==> config.mk <==
export PLATFORM = sky130hd
export DESIGN_NAME = matmul_job_scheduler_flat
export DESIGN_NICKNAME = d
export VERILOG_FILES = /design/src/rtl/matmul_job_scheduler_if.sv /design/src/rtl/matmul_job_scheduler.sv /design/src/flat_wrapper.sv
export SDC_FILE = /design/constraint.sdc
export NUM_CORES = 1
export LEC_CHECK = 0
export CELL_PAD_IN_SITES_DETAIL_PLACEMENT = 0
export CELL_PAD_IN_SITES_GLOBAL_PLACEMENT = 1
export CORE_AREA = 3 3 58 87
export CTS_BUF_LIST = sky130_fd_sc_hd__clkbuf_4
export DETAILED_ROUTE_END_ITERATION = 6
export DIE_AREA = 0 0 61 90
export HOLD_SLACK_MARGIN = 0.02
export PLACE_DENSITY_LB_ADDON = 0.1
export SETUP_SLACK_MARGIN = 0.2
export SKIP_CTS_REPAIR_TIMING = 1
export SYNTH_ARGS = -nofsm -noshare
export SYNTH_HDL_FRONTEND = slang
export SYNTH_SLANG_ARGS = --single-unit
==> constraint.sdc <==
create_clock -name clk -period 2.7 [get_ports clk]
set_clock_uncertainty 0.05 [all_clocks]
set_input_delay 0.54 -clock clk [delete_from_list [all_inputs] [get_ports clk]]
set_output_delay 0.54 -clock clk [all_outputs]
set_load 0.01 [all_outputs]
==> src/rtl/matmul_job_scheduler_if.sv <==
// Requester/multiplier-side signal bundle for matmul_job_scheduler.
// master = scheduler side, slave = requesters plus multiplier side.
interface matmul_job_scheduler_if #(
    parameter int unsigned NUM_REQ = 4,
    parameter int unsigned ID_W    = 2
);
    logic [NUM_REQ-1:0] req;
    logic [NUM_REQ-1:0] gnt;
    logic [ID_W-1:0]    op_sel;
    logic               mm_start;
    logic               mm_done;
    logic               mm_clr;
    logic               res_load;
    logic [NUM_REQ-1:0] rsp_valid;
    logic               rsp_err;
    logic               busy;
    logic [15:0]        job_cnt;
    logic [7:0]         tmo_cnt;

    modport master (
        input  req, mm_done,
        output gnt, op_sel, mm_start, mm_clr, res_load, rsp_valid, rsp_err,
               busy, job_cnt, tmo_cnt
    );

    modport slave (
        output req, mm_done,
        input  gnt, op_sel, mm_start, mm_clr, res_load, rsp_valid, rsp_err,
               busy, job_cnt, tmo_cnt
    );
endinterface

==> src/rtl/matmul_job_scheduler.sv <==
// Round-robin scheduler sharing one 4x4 matrix multiplier among NUM_REQ requesters.
// Optional job/timeout statistics counters: define MATMUL_SCHED_STATS_EN.
module matmul_job_scheduler #(
    parameter int unsigned NUM_REQ        = 4,
    parameter int unsigned ID_W           = 2,
    parameter int unsigned TIMEOUT_CYCLES = 255
) (
    input  logic                   clk,
    input  logic                   rst,
    matmul_job_scheduler_if.master bus
);
    typedef enum logic [2:0] {
        S_IDLE,
        S_GRANT,
        S_LAUNCH,
        S_WAIT,
        S_RESP
    } state_t;

    localparam logic [15:0] LP_TMO_LAST = 16'(TIMEOUT_CYCLES - 1);

    state_t             r_state;
    state_t             w_state_nxt;
    logic [ID_W-1:0]    r_op_sel;
    logic [ID_W-1:0]    r_last;
    logic [15:0]        r_wdog;
    logic               r_err;
    logic               w_err_nxt;
    logic               w_load_grant;
    logic [NUM_REQ-1:0] w_mask;
    logic [NUM_REQ-1:0] w_onehot;
    logic [ID_W-1:0]    w_idx;
    logic [ID_W-1:0]    w_winner;
    logic               w_found;

    assign w_onehot = NUM_REQ'(1) << r_op_sel;

    // The winner's req is still high during RESP and must not re-win.
    always_comb begin
        w_mask   = bus.req;
        w_found  = 1'b0;
        w_winner = '0;
        w_idx    = '0;
        if (r_state == S_RESP) w_mask[r_op_sel] = 1'b0;
        for (int unsigned i = 1; i <= NUM_REQ; i++) begin
            w_idx = ID_W'((32'(r_last) + i) % NUM_REQ);
            if (!w_found && w_mask[w_idx]) begin
                w_found  = 1'b1;
                w_winner = w_idx;
            end
        end
    end

    always_comb begin
        w_state_nxt  = r_state;
        w_err_nxt    = r_err;
        w_load_grant = 1'b0;
        case (r_state)
            S_IDLE: begin
                if (w_found) begin
                    w_state_nxt  = S_GRANT;
                    w_load_grant = 1'b1;
                end
            end
            S_GRANT:  w_state_nxt = S_LAUNCH;
            S_LAUNCH: w_state_nxt = S_WAIT;
            S_WAIT: begin
                if (bus.mm_done) begin
                    w_state_nxt = S_RESP;
                    w_err_nxt   = 1'b0;
                end else if (r_wdog == LP_TMO_LAST) begin
                    w_state_nxt = S_RESP;
                    w_err_nxt   = 1'b1;
                end
            end
            S_RESP: begin
                if (w_found) begin
                    w_state_nxt  = S_GRANT;
                    w_load_grant = 1'b1;
                end else begin
                    w_state_nxt = S_IDLE;
                end
            end
            default: w_state_nxt = S_IDLE;
        endcase
    end

    always_ff @(posedge clk or negedge rst) begin
        if (!rst) begin
            r_state  <= S_IDLE;
            r_op_sel <= '0;
            r_last   <= ID_W'(NUM_REQ - 1);
            r_wdog   <= '0;
            r_err    <= 1'b0;
        end else begin
            r_state <= w_state_nxt;
            r_err   <= w_err_nxt;
            if (w_load_grant) begin
                r_op_sel <= w_winner;
                r_last   <= w_winner;
            end
            if (r_state == S_LAUNCH) r_wdog <= '0;
            else if (r_state == S_WAIT) r_wdog <= r_wdog + 16'd1;
        end
    end

    assign bus.busy      = (r_state != S_IDLE);
    assign bus.gnt       = bus.busy ? w_onehot : '0;
    assign bus.op_sel    = r_op_sel;
    assign bus.mm_start  = (r_state == S_LAUNCH);
    assign bus.mm_clr    = (r_state == S_RESP) && r_err;
    assign bus.res_load  = (r_state == S_RESP) && !r_err;
    assign bus.rsp_err   = (r_state == S_RESP) && r_err;
    assign bus.rsp_valid = (r_state == S_RESP) ? w_onehot : '0;

`ifdef MATMUL_SCHED_STATS_EN
    logic [15:0] r_job_cnt;
    logic [7:0]  r_tmo_cnt;

    always_ff @(posedge clk or negedge rst) begin
        if (!rst) begin
            r_job_cnt <= '0;
            r_tmo_cnt <= '0;
        end else if (r_state == S_RESP) begin
            if (r_err) begin
                if (r_tmo_cnt != '1) r_tmo_cnt <= r_tmo_cnt + 8'd1;
            end else begin
                if (r_job_cnt != '1) r_job_cnt <= r_job_cnt + 16'd1;
            end
        end
    end

    assign bus.job_cnt = r_job_cnt;
    assign bus.tmo_cnt = r_tmo_cnt;
`else
    assign bus.job_cnt = '0;
    assign bus.tmo_cnt = '0;
`endif
endmodule

==> src/flat_wrapper.sv <==
// flat-port wrapper written by rule: the top's interface ports become plain ports
module matmul_job_scheduler_flat 
#(
    parameter int unsigned NUM_REQ        = 4,
    parameter int unsigned ID_W           = 2,
    parameter int unsigned TIMEOUT_CYCLES = 255
)
  (clk, rst, bus_req, bus_mm_done, bus_gnt, bus_op_sel, bus_mm_start, bus_mm_clr, bus_res_load, bus_rsp_valid, bus_rsp_err, bus_busy, bus_job_cnt, bus_tmo_cnt);
  matmul_job_scheduler_if #(.NUM_REQ(NUM_REQ), .ID_W(ID_W)) bus_i ();
  input  logic clk;
  input  logic rst;
  input wire logic [$bits(bus_i.req)-1:0] bus_req;
  input wire logic [$bits(bus_i.mm_done)-1:0] bus_mm_done;
  output wire logic [$bits(bus_i.gnt)-1:0] bus_gnt;
  output wire logic [$bits(bus_i.op_sel)-1:0] bus_op_sel;
  output wire logic [$bits(bus_i.mm_start)-1:0] bus_mm_start;
  output wire logic [$bits(bus_i.mm_clr)-1:0] bus_mm_clr;
  output wire logic [$bits(bus_i.res_load)-1:0] bus_res_load;
  output wire logic [$bits(bus_i.rsp_valid)-1:0] bus_rsp_valid;
  output wire logic [$bits(bus_i.rsp_err)-1:0] bus_rsp_err;
  output wire logic [$bits(bus_i.busy)-1:0] bus_busy;
  output wire logic [$bits(bus_i.job_cnt)-1:0] bus_job_cnt;
  output wire logic [$bits(bus_i.tmo_cnt)-1:0] bus_tmo_cnt;
  assign bus_i.req = bus_req;
  assign bus_i.mm_done = bus_mm_done;
  assign bus_gnt = bus_i.gnt;
  assign bus_op_sel = bus_i.op_sel;
  assign bus_mm_start = bus_i.mm_start;
  assign bus_mm_clr = bus_i.mm_clr;
  assign bus_res_load = bus_i.res_load;
  assign bus_rsp_valid = bus_i.rsp_valid;
  assign bus_rsp_err = bus_i.rsp_err;
  assign bus_busy = bus_i.busy;
  assign bus_job_cnt = bus_i.job_cnt;
  assign bus_tmo_cnt = bus_i.tmo_cnt;
  matmul_job_scheduler #(.NUM_REQ(NUM_REQ), .ID_W(ID_W), .TIMEOUT_CYCLES(TIMEOUT_CYCLES)) u_core (.clk(clk), .rst(rst), .bus(bus_i));
endmodule
==> flow_summary.json <==
{
  "grt_pass1_wl_um": 6490,
  "cpPeakStageDelay_ns": 0.48,
  "syn_to_final_growth_pct": 15.5,
  "root_buffer": "clkbuf_4",
  "htree_levels": 1,
  "first_global_vias": 1382,
  "vias": 1471,
  "start_util_pct": 39.7,
  "crit_required_ns": 2.11,
  "synth_top_area_share_pct": 32.1,
  "antenna_found_initial": 0,
  "cts_buffers": 3,
  "maxCapViolCount": 0,
  "dp_hpwl_um": 3070,
  "grt_use_total_pct": 15.1,
  "layout_common_cells": "conb_1, dfrtp_1, nor2_1",
  "firstDrtPassIters": 4,
  "nets": 230,
  "clockBufferDepth": 2,
  "cp_max_fo": 15,
  "min_path_type": "reg2reg",
  "dp_cells": 260,
  "p_leak_uw": 0.000952,
  "antennaDiodeCount": 0,
  "drv_slew": 0,
  "hold_violations": 0,
  "syn-instance-count": 197,
  "grt-ovfl-total": 0,
  "io_pins": 46,
  "placed_cell_area_mm2": 0.00188,
  "drive_gt1_share_pct": 11.4,
  "fin_crit_ns": 2.43,
  "worstPathArrival_ns": 1.84,
  "drtIter0Drc": 65,
  "crit_top_cell": "nor2_1",
  "final_common_cell": "conb_1",
  "dieArea_mm2": 0.00549,
  "core_mm2": 0.00432,
  "synth_cell_types": 49,
  "place_congestion": 0.830,
  "synth_top_area_cell": "dfrtp_1",
  "cts_sinks": 24,
  "fin_cells": 266,
  "ys_seq_elements": 24,
  "die_h_um": 90,
  "ys_seq_area_share_pct": 35.2,
  "critPathLaunchType": "register",
  "dp_slack_ns": 0.465,
  "hold_slack_ns": 0.448,
  "hold_depth": 1,
  "period_share_pct": 89.8,
  "drcViolationCount": 0,
  "ys_top_cells_by_area": "dfrtp_1, buf_4, nor2_1",
  "max_freq_ghz": 0.412,
  "clkLatencyLatePin_ns": 0.34,
  "setup_viol": 0,
  "die_w_um": 61,
  "synthFlopType": "dfrtp_1",
  "ant_nets": 0,
  "synth_area_mm2": 0.00172,
  "cellPowerDensity_mw_per_mm2": 828,
  "worst_ir_drop_vdd_mv": 0.332,
  "stdcell_area_mm2": 0.00198,
  "rows": 29,
  "io_buffers": 21,
  "outcome": "complete, no violations",
  "rsz0062_at_grt": "yes",
  "setup_tns_ns": 0,
  "end_kind": "primary output",
  "grt_max_degree": 25,
  "synth_warnings": 0,
  "wl_per_cell_um": 15.0,
  "clkSlewWorstSetupHoldPaths_ns": 0.15,
  "viasPerCell": 5.53,
  "critPathSlowestCell": "clkdlybuf4s50_1",
  "synth_async_sr_flop_share_pct": 100,
  "synth_edf_count": 0,
  "wl_um": 3990,
  "syn_avg_cell_area_um2": 8.71,
  "setup_slack_ns": 0.275,
  "ff2ff_path_depth": 6,
  "crit_chain": "buf_6 > nor2_1 > inv_1 > nor2_4 > nor2_1 > clkdlybuf4s50_1",
  "crit_type": "reg2out",
  "cts_tree": "yes"
}
==> where the power goes <==
group	switching (µW)	total [µW]	internal (µW)
logic	430	772	342
registers	144	598	454
clock network	119	270	150
==> stage by stage <==
step	utilization, %	power, µW
after CTS	44.7	1630
final	45.9	1640
after global routing	45.9	1760
after floorplan	-	1090
after global placement	43.5	1350
after detailed placement	43.5	1360
==> sequential cells by signal (all words and copies together), names as in the netlist <==
| register | count |
|---|---|
| u_core.r_state | 3 |
| u_core.bus.op_sel | 2 |
| u_core.r_last | 2 |
| u_core.r_err | 1 |
| u_core.r_wdog | 16 |
==> kinds of logic after synthesis <==
group | after synthesis | synth area share [%]
multiplexers | 3 | 1.75
AO/OA/AOI/OAI | 52 | 23.8
AND/OR/NAND/NOR | 74 | 21.7
buffers and inverters | 39 | 15.0
adder cells (fa/ha/maj) | 2 | 1.46
XOR/XNOR | 2 | 1.02
flip-flops | 24 | 35.2
other | 1 | 0.219
==> worst max-delay path: cells and delay by family (launching register included) <==
family / cells / cell delay (ns)
flip-flops: 1 / 0.43
AND/OR/NAND/NOR: 3 / 0.33
buffers and inverters: 3 / 0.74
==> final timing paths <==
check / endpoint / start / slack [ns]
worst max-delay path: bus_gnt[3] / u_core.r_state[0]$_DFFE_PN0P_ / 0.27
worst min-delay path: u_core.r_wdog[15]$_DFFE_PN0P_ / u_core.r_wdog[15]$_DFFE_PN0P_ / 0.45
worst max register to register: u_core.bus.op_sel[1]$_DFFE_PN0P_ / u_core.r_state[1]$_DFFE_PN0P_ / 0.59
worst min register to register: u_core.r_wdog[15]$_DFFE_PN0P_ / u_core.r_wdog[15]$_DFFE_PN0P_ / 0.45
max in group asynchronous: u_core.r_last[0]$_DFFE_PN1P_ / rst / 1.82
min in group asynchronous: u_core.r_wdog[13]$_DFFE_PN0P_ / rst / 0.49
==> synth_stat cells, types with 2 or more instances <==
library cell and n:
nand2_1 15, clkbuf_1 3, a32o_1 2, inv_1 7
ha_1 2, mux2i_1 3, nand2b_1 5, o211ai_1 3
nor3_1 6, dfstp_2 2, nand3_1 5, o22ai_1 2
o21ai_1 3, and2_1 3, and3_1 5, nor2_1 20
o21a_1 2, a21oi_1 4, o21ai_0 13, buf_6 2
nor4_1 2, nor2b_1 3, buf_4 25, dfrtp_1 22
o21ai_4 2, nand4_1 5, a41oi_1 4, a41o_1 3
xnor2_1 2, o31ai_1 3
==> routing by layer <==
layer,vias to the layer above,wire (µm),track usage [%]
met2,42,2180,27.7
met1,714,1540,16.6
met5,-,0,0
met3,7,160,1.72
li1,708,-,-
met4,0,99,5.79
==> final cells by class <==
class	instances	area, µm²
clock buffers	3	22.5
clock inverters	1	30.0
fillers	465	2340
inverters	7	26.3
multi-input cells	157	955
flip-flops and latches	24	606
well taps	46	57.6
repair buffers	28	284
Note: power is estimated with default switching activity, not from simulation.
